==> src/rtl/shifter_pkg.sv <==
// Shared encodings for the parametrised sequential shifter: shift modes,
// FSM states and the per-bit cell source select.
package shifter_pkg;

  localparam logic [1:0] MODE_LSR = 2'b00;
  localparam logic [1:0] MODE_ASR = 2'b01;
  localparam logic [1:0] MODE_LSL = 2'b10;
  localparam logic [1:0] MODE_ROR = 2'b11;

  typedef enum logic {
    ST_IDLE  = 1'b0,
    ST_SHIFT = 1'b1
  } state_e;

  // Source of a bit cell's next value; LEFT is the higher-index neighbour.
  typedef enum logic [1:0] {
    SEL_HOLD  = 2'b00,
    SEL_LOAD  = 2'b01,
    SEL_LEFT  = 2'b10,
    SEL_RIGHT = 2'b11
  } cell_sel_e;

endpackage

==> src/rtl/shift_cell.sv <==
// One bit of the shift register: picks hold / parallel load / left or right
// neighbour and registers it with a synchronous active-high reset.
module shift_cell
  import shifter_pkg::*;
(
  input  logic      clk,
  input  logic      reset,
  input  cell_sel_e sel,
  input  logic      load_val,
  input  logic      left_in,
  input  logic      right_in,
  output logic      q
);

  logic q_nxt;

  always_comb begin
    q_nxt = q;
    unique case (sel)
      SEL_HOLD:  q_nxt = q;
      SEL_LOAD:  q_nxt = load_val;
      SEL_LEFT:  q_nxt = left_in;
      SEL_RIGHT: q_nxt = right_in;
      default:   q_nxt = q;
    endcase
  end

  always_ff @(posedge clk) begin
    if (reset) q <= 1'b0;
    else       q <= q_nxt;
  end

endmodule

==> src/rtl/shifter_param_seq.sv <==
// Multi-mode shift register: parallel load, then a multi-bit shift executed
// one position per clock under a start/busy/done handshake.
module shifter_param_seq
  import shifter_pkg::*;
#(
  parameter int WIDTH = 8,
  parameter int AMT_W = 4
) (
  input  logic             clk,
  input  logic             reset,
  input  logic [WIDTH-1:0] d,
  input  logic             load,
  input  logic             start,
  input  logic [AMT_W-1:0] amount,
  input  logic [1:0]       mode,
  output logic [WIDTH-1:0] q,
  output logic             busy,
  output logic             done,
  output logic             serial_out
);

  state_e           state, state_nxt;
  logic [AMT_W-1:0] cnt;
  logic [1:0]       mode_r;
  cell_sel_e        cell_sel;
  logic             fill_msb;
  logic [WIDTH-1:0] left_nb;
  logic [WIDTH-1:0] right_nb;
  logic             start_acc;
  logic             last_step;

  // Load wins over start in IDLE; a start that loses is dropped.
  assign start_acc = (state == ST_IDLE) && start && !load;
  assign last_step = (state == ST_SHIFT) && (cnt == AMT_W'(1));
  assign busy      = (state == ST_SHIFT);

  always_ff @(posedge clk) begin
    if (reset) state <= ST_IDLE;
    else       state <= state_nxt;
  end

  always_comb begin
    state_nxt = state;
    unique case (state)
      ST_IDLE:  if (start_acc && (amount != '0)) state_nxt = ST_SHIFT;
      ST_SHIFT: if (last_step)                   state_nxt = ST_IDLE;
      default:  state_nxt = ST_IDLE;
    endcase
  end

  always_comb begin
    cell_sel = SEL_HOLD;
    unique case (state)
      ST_IDLE:  if (load) cell_sel = SEL_LOAD;
      ST_SHIFT: cell_sel = (mode_r == MODE_LSL) ? SEL_RIGHT : SEL_LEFT;
      default:  cell_sel = SEL_HOLD;
    endcase
  end

  // Bit entering the MSB on right-going shifts.
  always_comb begin
    fill_msb = 1'b0;
    unique case (mode_r)
      MODE_ASR: fill_msb = q[WIDTH-1];
      MODE_ROR: fill_msb = q[0];
      default:  fill_msb = 1'b0;
    endcase
  end

  assign left_nb  = {fill_msb, q[WIDTH-1:1]};
  assign right_nb = {q[WIDTH-2:0], 1'b0};

  for (genvar i = 0; i < WIDTH; i++) begin : g_cell
    shift_cell u_cell (
      .clk      (clk),
      .reset    (reset),
      .sel      (cell_sel),
      .load_val (d[i]),
      .left_in  (left_nb[i]),
      .right_in (right_nb[i]),
      .q        (q[i])
    );
  end

  always_ff @(posedge clk) begin
    if (reset) begin
      cnt        <= '0;
      mode_r     <= MODE_LSR;
      done       <= 1'b0;
      serial_out <= 1'b0;
    end else begin
      done <= (start_acc && (amount == '0)) || last_step;
      if (start_acc) begin
        cnt    <= amount;
        mode_r <= mode;
      end else if (state == ST_SHIFT) begin
        cnt        <= cnt - AMT_W'(1);
        serial_out <= (mode_r == MODE_LSL) ? q[WIDTH-1] : q[0];
      end
    end
  end

endmodule

==> config.mk <==
export PLATFORM = sky130hd
export DESIGN_NAME = shifter_param_seq
export DESIGN_NICKNAME = d
export VERILOG_FILES = /design/src/rtl/shifter_pkg.sv /design/src/rtl/shift_cell.sv /design/src/rtl/shifter_param_seq.sv
export SDC_FILE = /design/constraint.sdc
export NUM_CORES = 1
export LEC_CHECK = 0
export ABC_AREA = 1
export ABC_CLOCK_PERIOD_IN_PS = 3250
export BUFFER_PORTS_ARGS = -buffer_cell sky130_fd_sc_hd__buf_2
export CAP_MARGIN = 20
export CORE_MARGIN = 1
export CORE_UTILIZATION = 55
export CTS_CLUSTER_SIZE = 24
export DETAILED_ROUTE_END_ITERATION = 6
export GPL_TIMING_DRIVEN = 0
export PLACE_DENSITY = 0.81
export SETUP_SLACK_MARGIN = 0.05
export SYNTH_ARGS = -nofsm -noshare
export SYNTH_HDL_FRONTEND = slang
export SYNTH_HIERARCHICAL = 1
export SYNTH_SLANG_ARGS = --single-unit
==> constraint.sdc <==
create_clock -name clk -period 3.25 [get_ports clk]
set_input_delay 0.975 -clock clk [delete_from_list [all_inputs] [get_ports clk]]
set_output_delay 0.975 -clock clk [all_outputs]
set_load 0.1 [all_outputs]
# ---- Yosys cells after proc, flatten, opt, wreduce, memory -nomap -nowiden
# Cells that the tools add are included.
dict set report classes {
  mux 18
  n_eq_ne 8
  n_bitwise 3
  addsub 1
  reduce_logical 13
}
# cell n
set ops {}
lappend ops {{1-bit one-hot mux with 3 select lines} 8}
lappend ops {{2-bit == test (second input constant)} 4}
lappend ops {{4-bit 2-to-1 mux} 2}
lappend ops {{1-bit logical AND} 5}
lappend ops {{1-bit 2-to-1 mux} 5}
lappend ops {{2-bit by 1-bit == test with 1-bit output (second input constant)} 2}
lappend ops {{4-bit by 1-bit == test with 1-bit output (second input constant)} 1}
lappend ops {{4-bit logical NOT} 1}
lappend ops {{1-bit one-hot mux with 2 select lines} 2}
lappend ops {{2-bit one-hot mux with 2 select lines} 1}
lappend ops {{2-bit AND reduction} 2}
lappend ops {{4-bit nonzero test} 1}
lappend ops {{4-bit by 1-bit subtractor with 4-bit output (second input constant)} 1}
lappend ops {{1-bit inverter} 3}
lappend ops {{2-bit logical NOT} 1}
lappend ops {{2-bit != test (second input constant)} 1}
lappend ops {{2-bit nonzero test} 1}
lappend ops {{1-bit logical NOT} 1}
lappend ops {{1-bit logical OR} 1}
dict set report totals {
  regBits 17
}

# ---- Depth between registers and ports, before layout
# Gate-level depths: netlist of the first run.
dict set report depth {
  ltp_word 6
  depth_mapped 7
}

# ---- Hierarchy
# The synthesis of the first run kept the hierarchy.
# mod seq_area_each_um2 cells_each instances area_each_um2
set by_module_without_submodules {}
lappend by_module_without_submodules {shift_cell 20.0 14 8 72.6}
lappend by_module_without_submodules {shifter_param_seq 180.2 80 1 514.2}

# ---- Worst setup path before layout of the first run
# Ideal clock, no wire load.
dict set report synth_path {
  path_type {reg2reg}
  from {register state (netlist: busy)}
  to {register g_cell[0].u_cell.q}
  setup_ns 0.115
  arrival_ns 2.570
  path_stages_with_launch 6
  path_buffers 0
  required_ns 3.135
  synth_period_minus_slack_ns 2.685
  slack_ns 0.565
  cell_sequence {dfxtp_1 -> nor2_2 -> a21oi_1 -> nand2_1 -> nor2_1 -> nor2_2}
}
dict set report synth_via {
  elab_chain_len 4
  word_cells_on_any_way 7
}
# element line_no
set synth_rtl {}
lappend synth_rtl {{start, declared} shifter_param_seq.sv:22} ;# state_e state, state_nxt;
lappend synth_rtl {{start signal, assigned} shifter_param_seq.sv:39} ;# else state <= state_nxt;
lappend synth_rtl {{1-bit inverter} shifter_param_seq.sv:53} ;# unique case (state)
lappend synth_rtl {{2-bit one-hot mux with 2 select lines *} shifter_param_seq.sv:53}
lappend synth_rtl {{net cell_sel[0]} shifter_param_seq.sv:25} ;# cell_sel_e cell_sel;
lappend synth_rtl {{2-bit == test / 2-bit by 1-bit == test with 1-bit output (equally long branches)} shift_cell.sv:19} ;# unique case (sel)
lappend synth_rtl {{1-bit one-hot mux with 3 select lines} shift_cell.sv:19}
lappend synth_rtl {{end signal, assigned} shift_cell.sv:30} ;# else q <= q_nxt;
lappend synth_rtl {{end, declared} shift_cell.sv:12} ;# output logic q
# Mark *: on every way through the listed nets, which the timed path passes. The rest lies on a longest branch.
# A chain may end at the register's enable or synchronous reset.

# ---- Worst setup path after layout of the first run
dict set report layout_path {
  from {register state (netlist: busy)}
  to {output busy}
}
# element line_no
set layout_rtl {}
lappend layout_rtl {{end, declared} shifter_param_seq.sv:17} ;# output logic busy,
# No word-level cell between the ends.

==> results.sh, run 1 <==
export IMPL_status="finished, final reports clean"
export IMPL_min_from="mode_r[0]$_SDFFE_PP0P_"
export IMPL_post_cts_hold_buffer_count=0
export IMPL_core_um2=1800
export IMPL_fillers=167
export IMPL_total_power_mw=0.613
export IMPL_antenna_found_initial=0
export IMPL_worstPathMaxFanout=2
export IMPL_seq_area_um2=340
export IMPL_drive_gt1_share_pct=20.4
export IMPL_die_width_um=46.6
export IMPL_dp_cells=245
export IMPL_dpl_hpwl_mm=1.72
export IMPL_synthesis_nets=212
export IMPL_clockBufferDepth=2
export IMPL_drt_wl_total_mm=2.37
export IMPL_reg2reg_from="busy$_SDFF_PP0_"
export IMPL_finalCritPeriodShare_pct=66.0
export IMPL_design_area_um2=1330
export IMPL_yosys_cell_count_top_type="nand2_1"
export IMPL_vias=1164
export IMPL_reg2regPathDepth=7
export IMPL_setup_viol=0
export IMPL_r2r_slack_ns=1.59
export IMPL_grt_max_degree=37
export IMPL_yosys_most_used_dff="dfxtp_1"
export IMPL_fin_skew_ns=0.00463
export IMPL_p_leak_nw=0.755
export IMPL_max_cap_violations=0
export IMPL_synthTopCellsByCount="nand2_1 (52), inv_1 (45), nor2_1 (35)"
export IMPL_path_cells="buf_2"
export IMPL_hp_class="flip-flop to flip-flop"
export IMPL_num_rows=15
export IMPL_gp_congestion=0.792
export IMPL_rr_endpoint="g_cell[6].u_cell/q$_SDFFE_PP0P_"
export IMPL_async_reset_ff_share_pct=0
export IMPL_cts_setup_buffers=0
export IMPL_yosysWarnings=6
export IMPL_port_buffers=28
export IMPL_h_tree_depth=1
export IMPL_holdWs_ns=0.514
export IMPL_min_path_cells=2
export IMPL_final_setup_worst_slack_ns=1.11
export IMPL_first_iter_violations=17
export IMPL_yosys_cell_types_count=17
export IMPL_die_h_um=46.6
export IMPL_path_buf_inv=1
export IMPL_placed_cell_area_um2=1270
export IMPL_avgRoutedWirePerCell_um=9.43
export IMPL_ios=29
export IMPL_areaGrowthSynthToFinish_pct=21.3
export IMPL_syn_area_per_cell_um2=5.70
export IMPL_ir_drop_v=0.000295
export IMPL_cts_sinks=17
export IMPL_cts_resized=0
export IMPL_crit_family="buffers and inverters"
export IMPL_gr_usage_all_layers_pct=24.1
export IMPL_grt_pass1_wl_mm=3.70
export IMPL_fin_nets=247
export IMPL_syn_area_um2=1090
export IMPL_clock_fmax_mhz=466
export IMPL_start_util_pct=60.8
export IMPL_die_area_um2=2170
export IMPL_multi_input_area_um2=574
export IMPL_pwr_density_cell_nw_per_um2=462
export IMPL_cts_tree="done"
export IMPL_required_ns=2.27
export IMPL_crit_path_start_kind="flip-flop"
export IMPL_slowest_delay_ns=0.46
export IMPL_diodes=0
export IMPL_synth_cells=192
export IMPL_slew_viol_final=0
export IMPL_final_util_pct=73.7
export IMPL_instances_no_fill=251
export IMPL_cts_clk_slew_worst_paths_ns=0.11
export IMPL_cp_end_kind="output pin"
export IMPL_hold_end="mode_r[0]$_SDFFE_PP0P_"
export IMPL_via_per_inst=4.64
export IMPL_overflow=0
export IMPL_worstSetupPathType="flip-flop to output pin"
export IMPL_ys_ff_latch=17
export IMPL_rsz0062_at_grt="false"
export IMPL_cts_root_buf="clkbuf_4"
export IMPL_synth_top_area_share_pct=31.1
export IMPL_min_period_ns=2.14
export IMPL_yosysSeqAreaShare_pct=31.1
export IMPL_synth_edff_count=0
export IMPL_worstPathArrival_ns=1.17
export IMPL_cts_made_buffers=3
export IMPL_synth_area_leaders="dfxtp_1 (31%), nand2_1 (18%), inv_1 (15%)"
export IMPL_first_pass_iters=4
export IMPL_first_global_vias=947
export IMPL_fin_tns_setup_ns=0
export IMPL_synth_top_area_cell="dfxtp_1"
export IMPL_hold_viol=0
export IMPL_dp_worst_setup_slack_ns=0.650
export IMPL_drc_errors=0
export IMPL_worstSkewPairLatency_ns=0.29
export IMPL_slowest_stage="buf_2"
export IMPL_ant_nets=0
-- cell type report --
class                      count  area share, %
timing repair buffer          30           13.2
inverter                      45           12.7
sequential                    17           25.6
tap                           25           2.36
buffer                         2          0.848
clock buffer                   4           1.98
multi-input combinational    128           43.3
-- worst max-delay path by stage --
stage                               startpoint                               to  slack (ns)  cells after the start
6_report                       busy$_SDFF_PP0_                             busy        1.11                      1
4_1_cts                        busy$_SDFF_PP0_                             busy        0.34                      1
2_1_floorplan                  busy$_SDFF_PP0_  g_cell[0].u_cell/q$_SDFFE_PP0P_        0.57                      5
5_1_grt        g_cell[7].u_cell/q$_SDFFE_PP0P_                             q[7]        1.06                      1
3_3_place_gp                   busy$_SDFF_PP0_                             busy        0.70                      1
3_5_place_dp                   busy$_SDFF_PP0_  g_cell[6].u_cell/q$_SDFFE_PP0P_        0.65                      5
-- routing by layer --
metal  vias to the layer above  wire length, um  track usage [%]
met5                         -                0                0
met4                         0               10             6.86
met3                         2               71             4.71
met2                        22             1180             41.9
met1                       513             1100             29.8
li1                        627                -                -
-- flip-flops by register name, indices dropped and copies added (netlist names) --
register and count:
serial_out 1, busy 1, done 1, mode_r 2, g_cell.u_cell/q 8, cnt 4
-- logic make-up (layout without fill, tap and decap cells) --
group                      Yosys count  after routing  share of synthesized area, %
buffers and inverters               47             81                          16.5
adders and majority gates            2              2                          2.29
AOI/OAI and AO/OA                   12             12                          6.29
and+or+nand+nor                    113            113                          43.5
other                                1              1                         0.343
DFF                                 17             17                          31.1
-- cell usage in the layout (no fill, tap or decap), types with 2 or more instances in the layout --
cell / netlist / routed
a211oi_1: 2 / 2
a21oi_1: 5 / 5
buf_2: 0 / 28
buf_4: 1 / 2
clkbuf_1: 1 / 2
clkbuf_4: 0 / 3
dfxtp_1: 17 / 17
ha_1: 2 / 2
inv_1: 45 / 45
nand2_1: 52 / 52
nand3_1: 14 / 14
nor2_1: 35 / 35
nor2_2: 11 / 11
o21ai_0: 2 / 2
-- report_power, final --
group	switching, mW	total (mW)	internal [mW]
Clock	0.0695	0.117	0.0476
Combinational	0.185	0.250	0.0650
Sequential	0.0170	0.246	0.229
Total	0.272	0.613	0.341
Power figures use the tool's default switching activity.
==> inputs of run 2 (changes only) <==
Settings changed: ABC_CLOCK_PERIOD_IN_PS 3250 to 2100, CORE_UTILIZATION 55 to 51, PLACE_DENSITY 0.81 to 0.76.
Clock period 3.25 ns to 2.1 ns, I/O delays scaled along.
==> results.sh, run 2 (synthesized netlist as in run 1, its figures left out) <==
export IMPL_ant_nets=0
export IMPL_start_util_pct=55.2
export IMPL_cts_made_buffers=3
export IMPL_first_global_vias=959
export IMPL_die_width_um=48.3
export IMPL_path_buf_inv=1
export IMPL_worstPathArrival_ns=1.30
export IMPL_h_tree_depth=1
export IMPL_finalCritPeriodShare_pct=91.7
export IMPL_crit_path_start_kind="flip-flop"
export IMPL_ir_drop_v=0.000618
export IMPL_clockPowerShare_pct=19.6
export IMPL_hp_class="flip-flop to flip-flop"
export IMPL_gp_congestion=0.793
export IMPL_top_regs="g_cell.u_cell/q (8), cnt (4), mode_r (2)"
export IMPL_gr_usage_all_layers_pct=20.8
export IMPL_p_sw_share_pct=45.0
export IMPL_drive_gt1_share_pct=20.9
export IMPL_ios=29
export IMPL_via_per_inst=4.62
export IMPL_die_area_um2=2340
export IMPL_cts_clk_slew_worst_paths_ns=0.11
export IMPL_dp_cells=248
export IMPL_grt_max_degree=37
export IMPL_switchingPower_mw=0.425
export IMPL_p_int_mw=0.519
export IMPL_power_frac_seq_pct=41.5
export IMPL_worstSetupPathType="flip-flop to output pin"
export IMPL_port_buffers=28
export IMPL_rsz0062_at_grt="false"
export IMPL_slowest_delay_ns=0.57
export IMPL_slowest_stage="dfxtp_4"
export IMPL_die_h_um=48.3
export IMPL_post_cts_hold_buffer_count=0
export IMPL_required_ns=1.47
export IMPL_grt_pass1_wl_mm=3.87
export IMPL_status="finished, final reports clean"
export IMPL_total_power_mw=0.943
export IMPL_max_cap_violations=0
export IMPL_first_iter_violations=28
export IMPL_core_um2=1980
export IMPL_hold_viol=0
export IMPL_worstPathMaxFanout=36
export IMPL_regMostFlops="g_cell.u_cell/q"
export IMPL_diodes=0
export IMPL_avgRoutedWirePerCell_um=9.01
export IMPL_drt_wl_total_mm=2.27
export IMPL_clock_fmax_mhz=519
export IMPL_drc_errors=0
export IMPL_overflow=0
export IMPL_final_common_cell="nand2_1"
export IMPL_antenna_found_initial=0
export IMPL_fin_nets=246
export IMPL_cts_tree="done"
export IMPL_worstSkewPairLatency_ns=0.30
export IMPL_slew_viol_final=0
export IMPL_cts_setup_buffers=0
export IMPL_num_rows=16
export IMPL_first_pass_iters=4
export IMPL_clockBufferDepth=2
export IMPL_largest_reg_flops=8
export IMPL_cp_end_kind="output pin"
export IMPL_min_period_ns=1.93
export IMPL_p_comb_share_pct=38.9
export IMPL_areaGrowthSynthToFinish_pct=19.7
export IMPL_design_area_um2=1310
export IMPL_fin_tns_setup_ns=0
export IMPL_fillers=181
export IMPL_path_cells="clkbuf_4"
export IMPL_setup_viol=0
export IMPL_dp_worst_setup_slack_ns=0.176
export IMPL_instances_no_fill=252
export IMPL_cts_root_buf="clkbuf_4"
export IMPL_cts_resized=0
export IMPL_max_slew_margin_rel_pct=58.1
export IMPL_dpl_hpwl_mm=1.60
export IMPL_pwr_density_cell_nw_per_um2=720
export IMPL_final_cell_mix="nand2_1 (52), inv_1 (45), nor2_1 (35), buf_2 (27), dfxtp_1 (16)"
export IMPL_placed_cell_area_um2=1280
export IMPL_vias=1163
export IMPL_fin_skew_ns=0.00857
export IMPL_tightest_slew_ns=0.629
export IMPL_final_setup_worst_slack_ns=0.175
export IMPL_cts_sinks=17
export IMPL_p_leak_nw=0.746
export IMPL_crit_family="flip-flops"
run 2: layer usage:
layer	up-vias	routed length [um]	global-route usage (%)	part of all wire, %
met5	-	0	0	0
met4	0	14	4.41	0.62
met3	2	125	5.03	5.5
met2	30	1080	36.6	47
met1	507	1050	25.7	46
li1	624	-	-	-
run 2: layout make-up:
type	count	area, um^2	area share (%)
Clock buffer	3	22.5	1.72
Multi-Input combinational cell	128	574	43.8
Sequential cell	17	344	26.3
Tap cell	27	33.8	2.58
Inverter	45	169	12.9
Clock inverter	1	5.00	0.382
Buffer	2	11.3	0.860
Timing Repair Buffer	29	150	11.5
run 2: worst paths after layout:
check / startpoint / endpoint / slack (ns) / cells after the start
worst max-delay path: busy$_SDFF_PP0_ / busy / 0.17 / 1
worst min-delay path: mode_r[0]$_SDFFE_PP0P_ / mode_r[0]$_SDFFE_PP0P_ / 0.51 / 2
worst max register to register: busy$_SDFF_PP0_ / g_cell[2].u_cell/q$_SDFFE_PP0P_ / 0.28 / 6
worst min register to register: mode_r[0]$_SDFFE_PP0P_ / mode_r[0]$_SDFFE_PP0P_ / 0.51 / 2
run 2: power groups by stage:
| stage | Combinational (mW) | Clock, mW | Sequential [mW] |
|---|---|---|---|
| 3_3_place_gp | 0.354 | 0 | 0.397 |
| 4_1_cts | 0.367 | 0.193 | 0.392 |
| 6_report | 0.367 | 0.184 | 0.392 |
| 3_5_place_dp | 0.363 | 0 | 0.398 |
| 5_1_grt | 0.400 | 0.205 | 0.398 |
| 2_1_floorplan | 0.147 | 0 | 0.542 |
run 2: per-stage QoR:
| step | hold slack, ns | util (%) |
|---|---|---|
| final | 0.514 | 66.1 |
| after global routing | 0.562 | 66.1 |
| after CTS | 0.516 | 66.0 |
| after detailed placement | 0.500 | 64.6 |
| after global placement | 0.487 | 64.2 |
| after floorplan | 0.469 | - |
==> inputs of run 3 (changes only) <==
Settings changed: ABC_AREA 1 to not set, CORE_UTILIZATION 51 to 49, MAX_ROUTING_LAYER set to met4, PLACE_DENSITY 0.76 to 0.75, SKIP_CTS_REPAIR_TIMING set to 1.
==> results.sh, run 3 <==
export IMPL_status="finished, final reports clean"
export IMPL_largest_reg_flops=8
export IMPL_max_cap_violations=0
export IMPL_drt_wl_total_mm=1.72
export IMPL_pwr_density_cell_nw_per_um2=731
export IMPL_hold_viol=0
export IMPL_final_util_pct=65.0
export IMPL_synthesis_nets=95
export IMPL_required_ns=2.27
export IMPL_first_pass_iters=4
export IMPL_synth_top_area_share_pct=36.7
export IMPL_yosys_cell_count_top_type="dfxtp_1"
export IMPL_yosysSeqAreaShare_pct=36.7
export IMPL_path_buf_inv=1
export IMPL_path_cells="buf_2 > mux2i_2 > mux4_2 > nor2b_4"
export IMPL_p_sw_share_pct=36.8
export IMPL_first_iter_violations=11
export IMPL_synth_edff_count=0
export IMPL_diodes=0
export IMPL_first_global_vias=669
export IMPL_slew_viol_final=0
export IMPL_worstPathArrival_ns=2.12
export IMPL_via_per_inst=5.42
export IMPL_gr_usage_all_layers_pct=20.0
export IMPL_syn_area_um2=928
export IMPL_p_int_mw=0.524
export IMPL_async_reset_ff_share_pct=0
export IMPL_final_setup_worst_slack_ns=0.149
export IMPL_synth_compound_gate_area_share_pct=8.76
export IMPL_start_util_pct=53.2
export IMPL_final_common_cell="buf_2"
export IMPL_vias=716
export IMPL_worstSetupPathType="flip-flop to flip-flop"
export IMPL_synthTopCellsByCount="dfxtp_1 (17), mux4_2 (8), nor2b_4 (8)"
export IMPL_clock_fmax_mhz=513
export IMPL_power_frac_seq_pct=45.6
export IMPL_hp_class="flip-flop to flip-flop"
export IMPL_avgRoutedWirePerCell_um=13.0
export IMPL_switchingPower_mw=0.305
export IMPL_cp_end_kind="flip-flop"
export IMPL_overflow=0
export IMPL_tightest_slew_ns=0.576
export IMPL_slowest_stage="mux2i_2"
export IMPL_worstSkewPairLatency_ns=0.28
export IMPL_fillers=149
export IMPL_worstPathMaxFanout=12
export IMPL_multi_input_area_um2=572
export IMPL_yosys_cell_types_count=25
export IMPL_synth_area_mux_share_pct=26.0
export IMPL_antenna_found_initial=0
export IMPL_syn_area_per_cell_um2=12.4
export IMPL_ios=29
export IMPL_grt_pass1_wl_mm=2.82
export IMPL_synth_cells=75
export IMPL_die_h_um=45.5
export IMPL_cts_clk_slew_worst_paths_ns=0.10
export IMPL_synthAdderAreaFrac_pct=2.70
export IMPL_finalCritPeriodShare_pct=92.9
export IMPL_ant_nets=0
export IMPL_crit_path_start_kind="flip-flop"
export IMPL_clockPowerShare_pct=20.5
export IMPL_drive_gt1_share_pct=50.5
export IMPL_cts_made_buffers=3
export IMPL_core_um2=1750
export IMPL_dp_worst_setup_slack_ns=-0.0323
export IMPL_p_leak_nw=0.481
export IMPL_die_area_um2=2070
export IMPL_cts_root_buf="clkbuf_4"
export IMPL_ys_ff_latch=17
export IMPL_fin_skew_ns=0.00296
export IMPL_final_cell_mix="buf_2 (29), dfxtp_1 (16), mux4_2 (8), nor2b_4 (8), a21oi_1 (5)"
export IMPL_drc_errors=0
export IMPL_grt_max_degree=13
export IMPL_yosysWarnings=6
export IMPL_gp_congestion=0.836
export IMPL_seq_area_um2=344
export IMPL_p_comb_share_pct=33.9
export IMPL_slowest_delay_ns=0.56
export IMPL_rsz0062_at_grt="false"
export IMPL_r2r_slack_ns=0.15
export IMPL_synth_top_area_cell="dfxtp_1"
export IMPL_dp_cells=128
export IMPL_post_synth_and_or_nand_nor_area_fraction_pct=23.3
export IMPL_setup_viol=0
export IMPL_clockBufferDepth=2
export IMPL_crit_family="multiplexers"
export IMPL_h_tree_depth=1
export IMPL_synth_area_leaders="dfxtp_1 (37%), mux4_2 (19%), nor2b_4 (12%)"
export IMPL_fin_nets=128
export IMPL_min_period_ns=1.95
export IMPL_areaGrowthSynthToFinish_pct=22.2
export IMPL_ir_drop_v=0.000393
export IMPL_instances_no_fill=132
export IMPL_port_buffers=28
export IMPL_max_slew_margin_rel_pct=60.8
export IMPL_synth_xor_area_share_pct=0
export IMPL_synth_top_family_by_area="multiplexers"
export IMPL_top_regs="g_cell.u_cell/q (8), cnt (4), mode_r (2)"
export IMPL_num_rows=15
export IMPL_die_width_um=45.5
export IMPL_dpl_hpwl_mm=1.35
export IMPL_yosys_most_used_dff="dfxtp_1"
export IMPL_cts_sinks=17
export IMPL_cts_tree="done"
export IMPL_regMostFlops="g_cell.u_cell/q"
==> run 3: changes by cell type in the layout (fill, tap and decap cells not counted), sizes merged, moves of 3 or more <==
cell	before	now
inv	45	3
nand2b	0	4
nand3	14	0
nand2	53	1
nor2	46	4
mux4	0	8
mux2i	0	5
o21ai	3	0
nor2b	0	9
==> run 3: worst paths after layout <==
check                                    end                    start  cells after the start
min                  serial_out$_SDFFE_PP0P_  serial_out$_SDFFE_PP0P_                      2
min reg2reg          serial_out$_SDFFE_PP0P_  serial_out$_SDFFE_PP0P_                      2
max          g_cell[3].u_cell/q$_SDFFE_PP0P_          busy$_SDFF_PP0_                      4
max reg2reg  g_cell[3].u_cell/q$_SDFFE_PP0P_          busy$_SDFF_PP0_                      4
==> run 3: per-stage QoR <==
stage / area, um^2 / hold WS (ns) / total power [mW] / TNS (ns)
6_report: 1130 / 0.505 / 0.829 / 0
2_1_floorplan: 932 / 0.466 / 0.606 / 0
4_1_cts: 1130 / 0.508 / 0.836 / -0.282
3_5_place_dp: 1100 / 0.488 / 0.666 / -0.218
3_3_place_gp: 1100 / 0.483 / 0.660 / 0
5_1_grt: 1130 / 0.546 / 0.875 / 0
==> run 3: worst min-delay path, cell delays in order (launching register included) <==
cell and delay [ns]:
dfxtp_1 0.32, nor2_1 0.10, a211oi_1 0.05
==> run 3: kinds of logic after synthesis <==
kind of cell / Yosys count
other: 1
buffers and inverters: 5
AOI/OAI and AO/OA: 12
adders and majority gates: 2
and+or+nand+nor: 24
muxes: 14
DFF: 17
==> run 3: power groups by stage <==
| stage | combinational [mW] | sequential [mW] | clock [mW] |
|---|---|---|---|
| after floorplan | 0.111 | 0.494 | 0 |
| after global placement | 0.276 | 0.384 | 0 |
| after detailed placement | 0.280 | 0.386 | 0 |
| after CTS | 0.281 | 0.378 | 0.176 |
| after global routing | 0.296 | 0.383 | 0.197 |
| final | 0.281 | 0.378 | 0.170 |
==> run 3: area by class of cell <==
| cell class | instances | share of cell area, % |
|---|---|---|
| Sequential cell | 17 | 30.3 |
| Inverter | 3 | 0.992 |
| Multi-Input combinational cell | 53 | 50.4 |
| Tap cell | 25 | 2.76 |
| Buffer | 2 | 0.772 |
| Timing Repair Buffer | 28 | 12.3 |
| Clock buffer | 3 | 1.98 |
| Clock inverter | 1 | 0.441 |
==> run 3: layer usage <==
metal | share of wire, % | GRT usage, % | vias up
met2 | 49 | 28.9 | 19
met1 | 45 | 26.3 | 349
met3 | 4.1 | 4.76 | 2
li1 | - | - | 346
met4 | 1.3 | 9.09 | 0
met5 | 0 | - | -
